$ cat config.mk
export PLATFORM = sky130hd
export DESIGN_NAME = seq_chunk_adder_flat
export DESIGN_NICKNAME = d
export VERILOG_FILES = /design/src/rtl/seq_chunk_adder_if.sv /design/src/rtl/seq_chunk_adder.sv /design/src/flat_wrapper.sv
export SDC_FILE = /design/constraint.sdc
export NUM_CORES = 1
export LEC_CHECK = 0
export ABC_CLOCK_PERIOD_IN_PS = 1700
export BUFFER_PORTS_ARGS = -buffer_cell sky130_fd_sc_hd__buf_2
export CAP_MARGIN = 0
export CORE_ASPECT_RATIO = 1.75
export CORE_UTILIZATION = 50
export DETAILED_ROUTE_END_ITERATION = 7
export PLACE_DENSITY_LB_ADDON = 0.25
export SKIP_CTS_REPAIR_TIMING = 1
export SYNTH_ARGS = -nofsm -noshare
export SYNTH_HDL_FRONTEND = slang
export SYNTH_SLANG_ARGS = --single-unit
$ cat constraint.sdc
create_clock -name clk -period 1.7 [get_ports clk]
set_input_delay 0.17 -clock clk [delete_from_list [all_inputs] [get_ports clk]]
set_output_delay 0.17 -clock clk [all_outputs]
set_load 0.05 [all_outputs]
$ cat src/rtl/seq_chunk_adder_if.sv
`default_nettype none
// ============================================================================
// Module   : seq_chunk_adder_if
// Purpose  : Operand/result bundle for seq_chunk_adder. It carries the
//            start/busy/done handshake, the operands and the result flags.
// Ports    : master -> drives start, a, b, cin, sub; observes busy, done,
//                      sum, cout, ovf
//            slave  -> the adder side of the same signals
// Revision : 1.0  initial release
// ============================================================================
interface seq_chunk_adder_if #(
  parameter int WIDTH = 16
);
  logic             start;
  logic [WIDTH-1:0] a;
  logic [WIDTH-1:0] b;
  logic             cin;
  logic             sub;
  logic             busy;
  logic             done;
  logic [WIDTH-1:0] sum;
  logic             cout;
  logic             ovf;

  modport master (
    output start, a, b, cin, sub,
    input  busy, done, sum, cout, ovf
  );

  modport slave (
    input  start, a, b, cin, sub,
    output busy, done, sum, cout, ovf
  );
endinterface
`default_nettype wire

$ cat src/rtl/seq_chunk_adder.sv
`default_nettype none
// ============================================================================
// Module   : seq_chunk_adder
// Purpose  : Multi-cycle adder/subtractor. It processes a WIDTH-bit operation
//            one CHUNK-bit slice per clock, LSB slice first. A CHUNK-bit
//            ripple adder is used, and the carry is registered between slices.
// Ports    : clk    rising-edge clock
//            rst_n  asynchronous active-low reset
//            bus    seq_chunk_adder_if.slave:
//                     start/a/b/cin/sub in, busy/done/sum/cout/ovf out
// Revision : 1.0  initial release
// ============================================================================
module seq_chunk_adder #(
  parameter int WIDTH = 16,
  parameter int CHUNK = 4
) (
  input  wire logic         clk,
  input  wire logic         rst_n,
  seq_chunk_adder_if.slave  bus
);

  localparam int NCHUNK = WIDTH / CHUNK;
  localparam int CNT_W  = (NCHUNK > 1) ? $clog2(NCHUNK) : 1;
  localparam logic [CNT_W-1:0] C_LAST = CNT_W'(NCHUNK - 1);

  typedef enum logic [1:0] {
    IDLE = 2'd0,
    RUN  = 2'd1,
    DONE = 2'd2
  } state_t;

  state_t             r_state;
  state_t             w_next;

  // The operands shift right one slice per RUN edge. The active slice is
  // therefore always at bits [CHUNK-1:0]. No variable part-select is needed.
  logic [WIDTH-1:0]   r_a;
  logic [WIDTH-1:0]   r_b;
  logic               r_c;
  logic [WIDTH-1:0]   r_work;
  logic [CNT_W-1:0]   r_cnt;
  logic [WIDTH-1:0]   r_sum;
  logic               r_cout;
  logic               r_ovf;

  logic               w_accept;
  logic               w_last;
  logic [CHUNK:0]     w_slice;
  logic [WIDTH+CHUNK-1:0] w_cat;
  logic [WIDTH-1:0]   w_work_next;
  logic               w_c_msb;

  // A start request is taken only when no operation is in flight.
  assign w_accept = bus.start && (r_state != RUN);
  assign w_last   = (r_state == RUN) && (r_cnt == C_LAST);

  assign w_slice  = {1'b0, r_a[CHUNK-1:0]} + {1'b0, r_b[CHUNK-1:0]}
                  + {{CHUNK{1'b0}}, r_c};

  // New result slices enter at the top. After NCHUNK shifts, slice 0 has
  // reached the bottom.
  assign w_cat       = {w_slice[CHUNK-1:0], r_work} >> CHUNK;
  assign w_work_next = w_cat[WIDTH-1:0];

  // The carry into the top bit of the slice is recovered from the sum bit.
  // On the last slice, this top bit is the MSB of the whole result.
  assign w_c_msb = r_a[CHUNK-1] ^ r_b[CHUNK-1] ^ w_slice[CHUNK-1];

  always_ff @(posedge clk or negedge rst_n) begin
    if (!rst_n) begin
      r_state <= IDLE;
    end else begin
      r_state <= w_next;
    end
  end

  always_comb begin
    w_next = r_state;
    case (r_state)
      IDLE:    if (bus.start) w_next = RUN;
      RUN:     if (w_last)    w_next = DONE;
      DONE:    w_next = bus.start ? RUN : IDLE;
      default: w_next = IDLE;
    endcase
  end

  always_ff @(posedge clk or negedge rst_n) begin
    if (!rst_n) begin
      r_a    <= '0;
      r_b    <= '0;
      r_c    <= 1'b0;
      r_work <= '0;
      r_cnt  <= '0;
      r_sum  <= '0;
      r_cout <= 1'b0;
      r_ovf  <= 1'b0;
    end else if (w_accept) begin
      // Subtraction is performed as a + ~b + 1, so B is inverted at capture.
      r_a    <= bus.a;
      r_b    <= bus.sub ? ~bus.b : bus.b;
      r_c    <= bus.sub | bus.cin;
      r_work <= '0;
      r_cnt  <= '0;
    end else if (r_state == RUN) begin
      r_a    <= r_a >> CHUNK;
      r_b    <= r_b >> CHUNK;
      r_c    <= w_slice[CHUNK];
      r_work <= w_work_next;
      r_cnt  <= r_cnt + CNT_W'(1);
      if (w_last) begin
        r_sum  <= w_work_next;
        r_cout <= w_slice[CHUNK];
        r_ovf  <= w_c_msb ^ w_slice[CHUNK];
      end
    end
  end

  assign bus.busy = (r_state == RUN);
  assign bus.done = (r_state == DONE);
  assign bus.sum  = r_sum;
  assign bus.cout = r_cout;
  assign bus.ovf  = r_ovf;

endmodule
`default_nettype wire
$ cat src/flat_wrapper.sv
// flat-port wrapper written by rule: the top's interface ports become plain ports
module seq_chunk_adder_flat 
#(
  parameter int WIDTH = 16,
  parameter int CHUNK = 4
)
  (clk, rst_n, bus_start, bus_a, bus_b, bus_cin, bus_sub, bus_busy, bus_done, bus_sum, bus_cout, bus_ovf);
  seq_chunk_adder_if #(.WIDTH(WIDTH)) bus_i ();
  input  wire logic clk;
  input  wire logic rst_n;
  input wire logic [$bits(bus_i.start)-1:0] bus_start;
  input wire logic [$bits(bus_i.a)-1:0] bus_a;
  input wire logic [$bits(bus_i.b)-1:0] bus_b;
  input wire logic [$bits(bus_i.cin)-1:0] bus_cin;
  input wire logic [$bits(bus_i.sub)-1:0] bus_sub;
  output wire logic [$bits(bus_i.busy)-1:0] bus_busy;
  output wire logic [$bits(bus_i.done)-1:0] bus_done;
  output wire logic [$bits(bus_i.sum)-1:0] bus_sum;
  output wire logic [$bits(bus_i.cout)-1:0] bus_cout;
  output wire logic [$bits(bus_i.ovf)-1:0] bus_ovf;
  assign bus_i.start = bus_start;
  assign bus_i.a = bus_a;
  assign bus_i.b = bus_b;
  assign bus_i.cin = bus_cin;
  assign bus_i.sub = bus_sub;
  assign bus_busy = bus_i.busy;
  assign bus_done = bus_i.done;
  assign bus_sum = bus_i.sum;
  assign bus_cout = bus_i.cout;
  assign bus_ovf = bus_i.ovf;
  seq_chunk_adder #(.WIDTH(WIDTH), .CHUNK(CHUNK)) u_core (.clk(clk), .rst_n(rst_n), .bus(bus_i));
endmodule
[Word-level counts from Yosys, hierarchy flattened]
Cells that the tools add are included.
Word-level totals
  flip-flop bits (word level): 71
  bits in latches: 0
  RAM bits: 0
  memory bits (read-only): 0
  input bits: 37
  output and inout port bits: 20
  logic and storage cells: 45
  memories: 0
Operators by class
  $add $sub $neg: 3
  multipliers: 0
  div/mod/pow operators: 0
  order comparisons: 0
  equal/unequal tests: 6
  shifts and indexed selects: 0
  mux-type cells: 15
  bitwise gates (word level): 6
  reductions and logical operators: 6
Operators with widths (count)
  16-bit 2-to-1 mux: 7
  16-bit NOT: 1
  2-bit 2-to-1 mux: 4
  2-bit case mux with 3 select lines: 1
  4-bit by 4-bit adder with 5-bit output: 1
  5-bit by 1-bit adder with 5-bit output: 1
  2-bit == test, second input constant: 2
  2-bit by 1-bit != test with 1-bit output, second input constant: 2
  1-bit 2-to-1 mux: 3
  3-bit AND reduction: 1
  1-bit bitwise XOR: 3
  2-bit by 1-bit adder with 2-bit output, second input constant: 1
  2-bit by 1-bit == test with 1-bit output, second input constant: 1
  1-bit logical AND: 2
  2-bit logical NOT: 1
  2-bit != test, second input constant: 1
  2-bit AND reduction: 1
  2-bit nonzero test: 1
  1-bit NOT: 1
  1-bit OR: 1

[Depth between registers and ports, before layout]
  depth after elaboration: 4
  gate-level depth with buffers: 8
  gate-level depth less buffers: 8

[Least setup slack after synthesis]
Ideal clock, no wire load.
  path kind: register -> register
  start: reg u_core.r_c
  end: reg u_core.r_ovf (netlist: u_core.bus.ovf)
  library setup time: 127 ps
  arrival: 1648 ps
  data required time: 1573 ps
  path slack: -76 ps
  cell stages (with the launch flop): 9
  path buffers: 0
  period minus slack after synthesis: 1776 ps
  path through: dfrtp_1 inv_1 fa_1 inv_1 fa_1 a21o_1 a21oi_1 xor2_1 o21ai_0
On the way
  longest elaborated chain between the ends: 3
Ends and longest elaborated chain
  start, declared: line seq_chunk_adder.sv:39  | logic r_c;
  start signal, assigned: line seq_chunk_adder.sv:101  | r_c <= bus.sub | bus.cin;
  start signal, assigned: line seq_chunk_adder.sv:107  | r_c <= w_slice[CHUNK];
  5-bit by 1-bit adder with 5-bit output *: line seq_chunk_adder.sv:58  | + {{CHUNK{1'b0}}, r_c};
  1-bit bitwise XOR: line seq_chunk_adder.sv:67  | assign w_c_msb = r_a[CHUNK-1] ^ r_b[CHUNK-1] ^ w_slice[CHUNK-1];
  1-bit bitwise XOR *: line seq_chunk_adder.sv:113  | r_ovf <= w_c_msb ^ w_slice[CHUNK];
  end signal, assigned: line seq_chunk_adder.sv:113
  end, declared: line seq_chunk_adder.sv:44  | logic r_ovf;
Mark *: on every way between the ends. The rest lies on a longest branch, timed or not.
A chain may end at the register's enable or synchronous reset.

[Final worst setup path]
Ends and elaborated chain as after synthesis.

==> impl_metrics.py <==
metrics = {
    "critical_path": {
        "startpoint_type": "flop",
        "path_cells": "inv_2, fa_2, inv_2, fa_2, a21o_1, a21oi_2, xor2_1, o21ai_1",
        "critical-path-max-stage-delay_ns": 0.39,
        "cp_slowest_cell": "dfrtp_1",
        "critPathKind": "flop to flop",
        "path_max_fanout": 3,
        "cp.arrival_ns": 1.96,
        "endpoint_kind": "flop",
        "required_ns": 1.92,
    },
    "sta": {
        "rsz0062_at_grt": "yes",
        "fin_crit_ns": 1.74,
        "hold_viol": 0,
        "slew_headroom": 0.677,
        "finalSetupTns_ns": -0.0608,
        "worst_clock_skew_ns": 0.00624,
        "setup_viol": 2,
        "timing.final.ws_setup_ns": -0.0403,
        "slew_violations": 0,
        "min_period_over_period": 1.02,
        "fmax_ghz": 0.575,
        "worst_slew_pin_slew_ns": 0.484,
    },
    "drt": {
        "drt_iter0_drc": 177,
        "wl_met1_um": 2320,
        "first_pass_iters": 4,
        "wire_per_inst_um": 13.2,
        "viasPerCell": 5.17,
        "ant_nets": 0,
        "drt_wl_total_um": 5690,
        "dr_wl_met3_um": 247,
        "vias": 2233,
        "drcViolationCount": 0,
        "dr_wl_met2_um": 2990,
        "top_layer": "met4",
    },
    "cells_and_area": {
        "utilization": 0.620,
        "drive_above_1_share": 0.291,
        "n_antenna_cell": 0,
        "syn_to_final_growth_pct": 19.0,
        "nets": 392,
        "design_area_sq_um": 3680,
    },
    "synthesis": {
        "yosysWarnings": 0,
        "syn_nets": 335,
        "syn-cell-area_sq_um": 3090,
        "syn_avg_cell_area_sq_um": 10.6,
        "netlist_instances": 292,
        "ys_ff_latch": 67,
        "synthDistinctLibCells": 29,
        "ys_seq_area_frac": 0.543,
    },
    "place": {
        "gp_routability_congestion": 0.856,
        "dpl_cell_area_sq_um": 3450,
        "port_buffers": 56,
        "hpwl_um": 3860,
    },
    "power": {
        "p_per_area_nw_per_um2": 1890,
        "p_leak_nw": 1.81,
        "ir_drop_uv": 990,
        "finalPower_mw": 6.94,
    },
    "global_route": {
        "grt.overflow.total": 0,
        "antenna_found_initial": 0,
        "grt_util_all_layers": 0.203,
        "grt_max_degree": 69,
        "grt_pass1_vias": 2153,
        "grt_first_pass_wirelength_um": 9670,
    },
    "clock_tree": {
        "cts_buffers": 9,
        "htreeDepth": 3,
        "root_buffer": "clkbuf_8",
        "clkSinkCount": 67,
        "clkSlewWorstSetupHoldPaths_ns": 0.07,
        "clock_latency_ns": 0.34,
        "cts.path.max_buffers": 2,
        "cts_tree": "built",
    },
    "run_status": {
        "violations": "setup timing",
        "status": "complete, but fails checks",
    },
    "die": {
        "die_area_sq_um": 6510,
        "core_sq_um": 5930,
        "die_width_um": 61.4,
        "start_util": 0.521,
        "dieHeight_um": 106,
        "num_rows": 37,
        "io_pins": 57,
    },
    "run": {
        "maxCapViolCount": 0,
    },
    "worst_hold_path": {
        "worst_hold_path_type": "primary input to flop",
    },
}
kinds of logic (layout without fill, tap and decap cells):
group / after synthesis / count (layout) / share of synthesized area
AO/OA/AOI/OAI: 66 / 66 / 0.113
buffers and inverters: 27 / 89 / 0.0470
flip-flops: 67 / 67 / 0.543
XOR/XNOR: 19 / 19 / 0.0539
multiplexers: 29 / 29 / 0.110
adder cells (fa/ha/maj): 6 / 6 / 0.0292
AND/OR/NAND/NOR: 78 / 78 / 0.104
metal layers:
| metal | up-vias | track usage |
|---|---|---|
| met2 | 53 | 0.335 |
| li1 | 1081 | - |
| met1 | 1087 | 0.235 |
| met5 | - | 0 |
| met4 | 0 | 0.0984 |
| met3 | 12 | 0.0547 |
registers in the layout (all words and copies together), names as in the netlist:
signal / cells
u_core.r_cnt: 2
u_core.bus.ovf: 1
u_core.r_a: 16
u_core.r_work: 12
u_core.bus.cout: 1
u_core.bus.sum: 16
u_core.r_c: 1
u_core.r_b: 16
u_core.r_state: 2
synth_stat cells:
cell type / number / area (sq um)
o22ai_1: 1 / 6.26
xor2_1: 1 / 8.76
mux2_4: 9 / 135
buf_2: 9 / 45.0
dfrtp_1: 67 / 1680
nand3_1: 4 / 20.0
clkbuf_1: 5 / 18.8
mux2_2: 4 / 45.0
a21oi_1: 14 / 70.1
o21ai_2: 1 / 8.76
inv_1: 5 / 18.8
nand2b_4: 1 / 13.8
ha_1: 4 / 50.1
nor2_1: 20 / 75.1
a211oi_1: 4 / 30.0
xnor2_1: 18 / 158
or3_1: 1 / 6.26
nor2b_1: 1 / 6.26
nand2_1: 50 / 188
mux2i_1: 16 / 160
nand2_4: 1 / 11.3
fa_1: 2 / 40.0
buf_4: 4 / 30.0
o211ai_1: 1 / 7.51
o21ai_0: 44 / 220
inv_4: 1 / 6.26
buf_6: 2 / 22.5
a21o_1: 1 / 7.51
inv_2: 1 / 3.75
placed cells by master, fill, tap and decap left out, types with 7 or more instances in the layout:
| cell | count |
|---|---|
| nand2_1 | 50 |
| buf_4 | 7 |
| clkbuf_8 | 13 |
| mux2i_1 | 16 |
| xnor2_1 | 18 |
| buf_2 | 55 |
| mux2_4 | 9 |
| a21oi_1 | 13 |
| o21ai_0 | 43 |
| nor2_1 | 20 |
| dfrtp_1 | 67 |
final cells by class:
cell class	instances	area [sq um]
fill	576	2250
sequential	67	1680
multi-input combinational	198	1280
timing repair buffer	66	398
clock buffer	15	186
tap	78	97.6
inverter	7	28.8
clock inverter	1	5.00
critical path: cells and delay by family, from the launching register on:
kind                     cells  cell delay, ns
flip-flops                   1            0.39
XOR/XNOR                     1            0.16
buffers and inverters        2            0.11
AO/OA/AOI/OAI                3            0.43
adder cells (fa/ha/maj)      2            0.55
stage by stage:
step | cells | setup slack [ns] | hold WS, ns
2_1_floorplan | 292 | 0.0229 | -0.126
3_3_place_gp | 413 | -0.0225 | 0.156
3_5_place_dp | 413 | -0.0682 | 0.156
4_1_cts | 429 | -0.0956 | -0.217
5_1_grt | 432 | -0.146 | 0.0795
6_report | 432 | -0.0403 | 0.0728
report_power, final:
part | switching [mW] | leakage, nW | internal, mW | total [mW]
registers | 0.402 | 0.861 | 2.28 | 2.68
logic | 1.92 | 0.847 | 1.09 | 3.01
clock network | 0.556 | 0.0997 | 0.688 | 1.24
final timing paths:
| kind | start | endpoint | slack, ns | cells past startpoint |
|---|---|---|---|---|
| worst min register to register | u_core.bus.sum[12] | u_core.bus.sum[12] | 0.47 | 2 |
| min in group asynchronous | rst_n | u_core.bus.sum[1] | 0.33 | 2 |
| worst max register to register | u_core.r_c | u_core.bus.ovf | -0.04 | 8 |
| max in group asynchronous | rst_n | u_core.r_a[0] | 0.76 | 3 |
| worst min-delay path | bus_a[12] | u_core.r_a[12] | 0.07 | 3 |
| worst max-delay path | u_core.r_c | u_core.bus.ovf | -0.04 | 8 |
(Power assumes the default switching activity.)
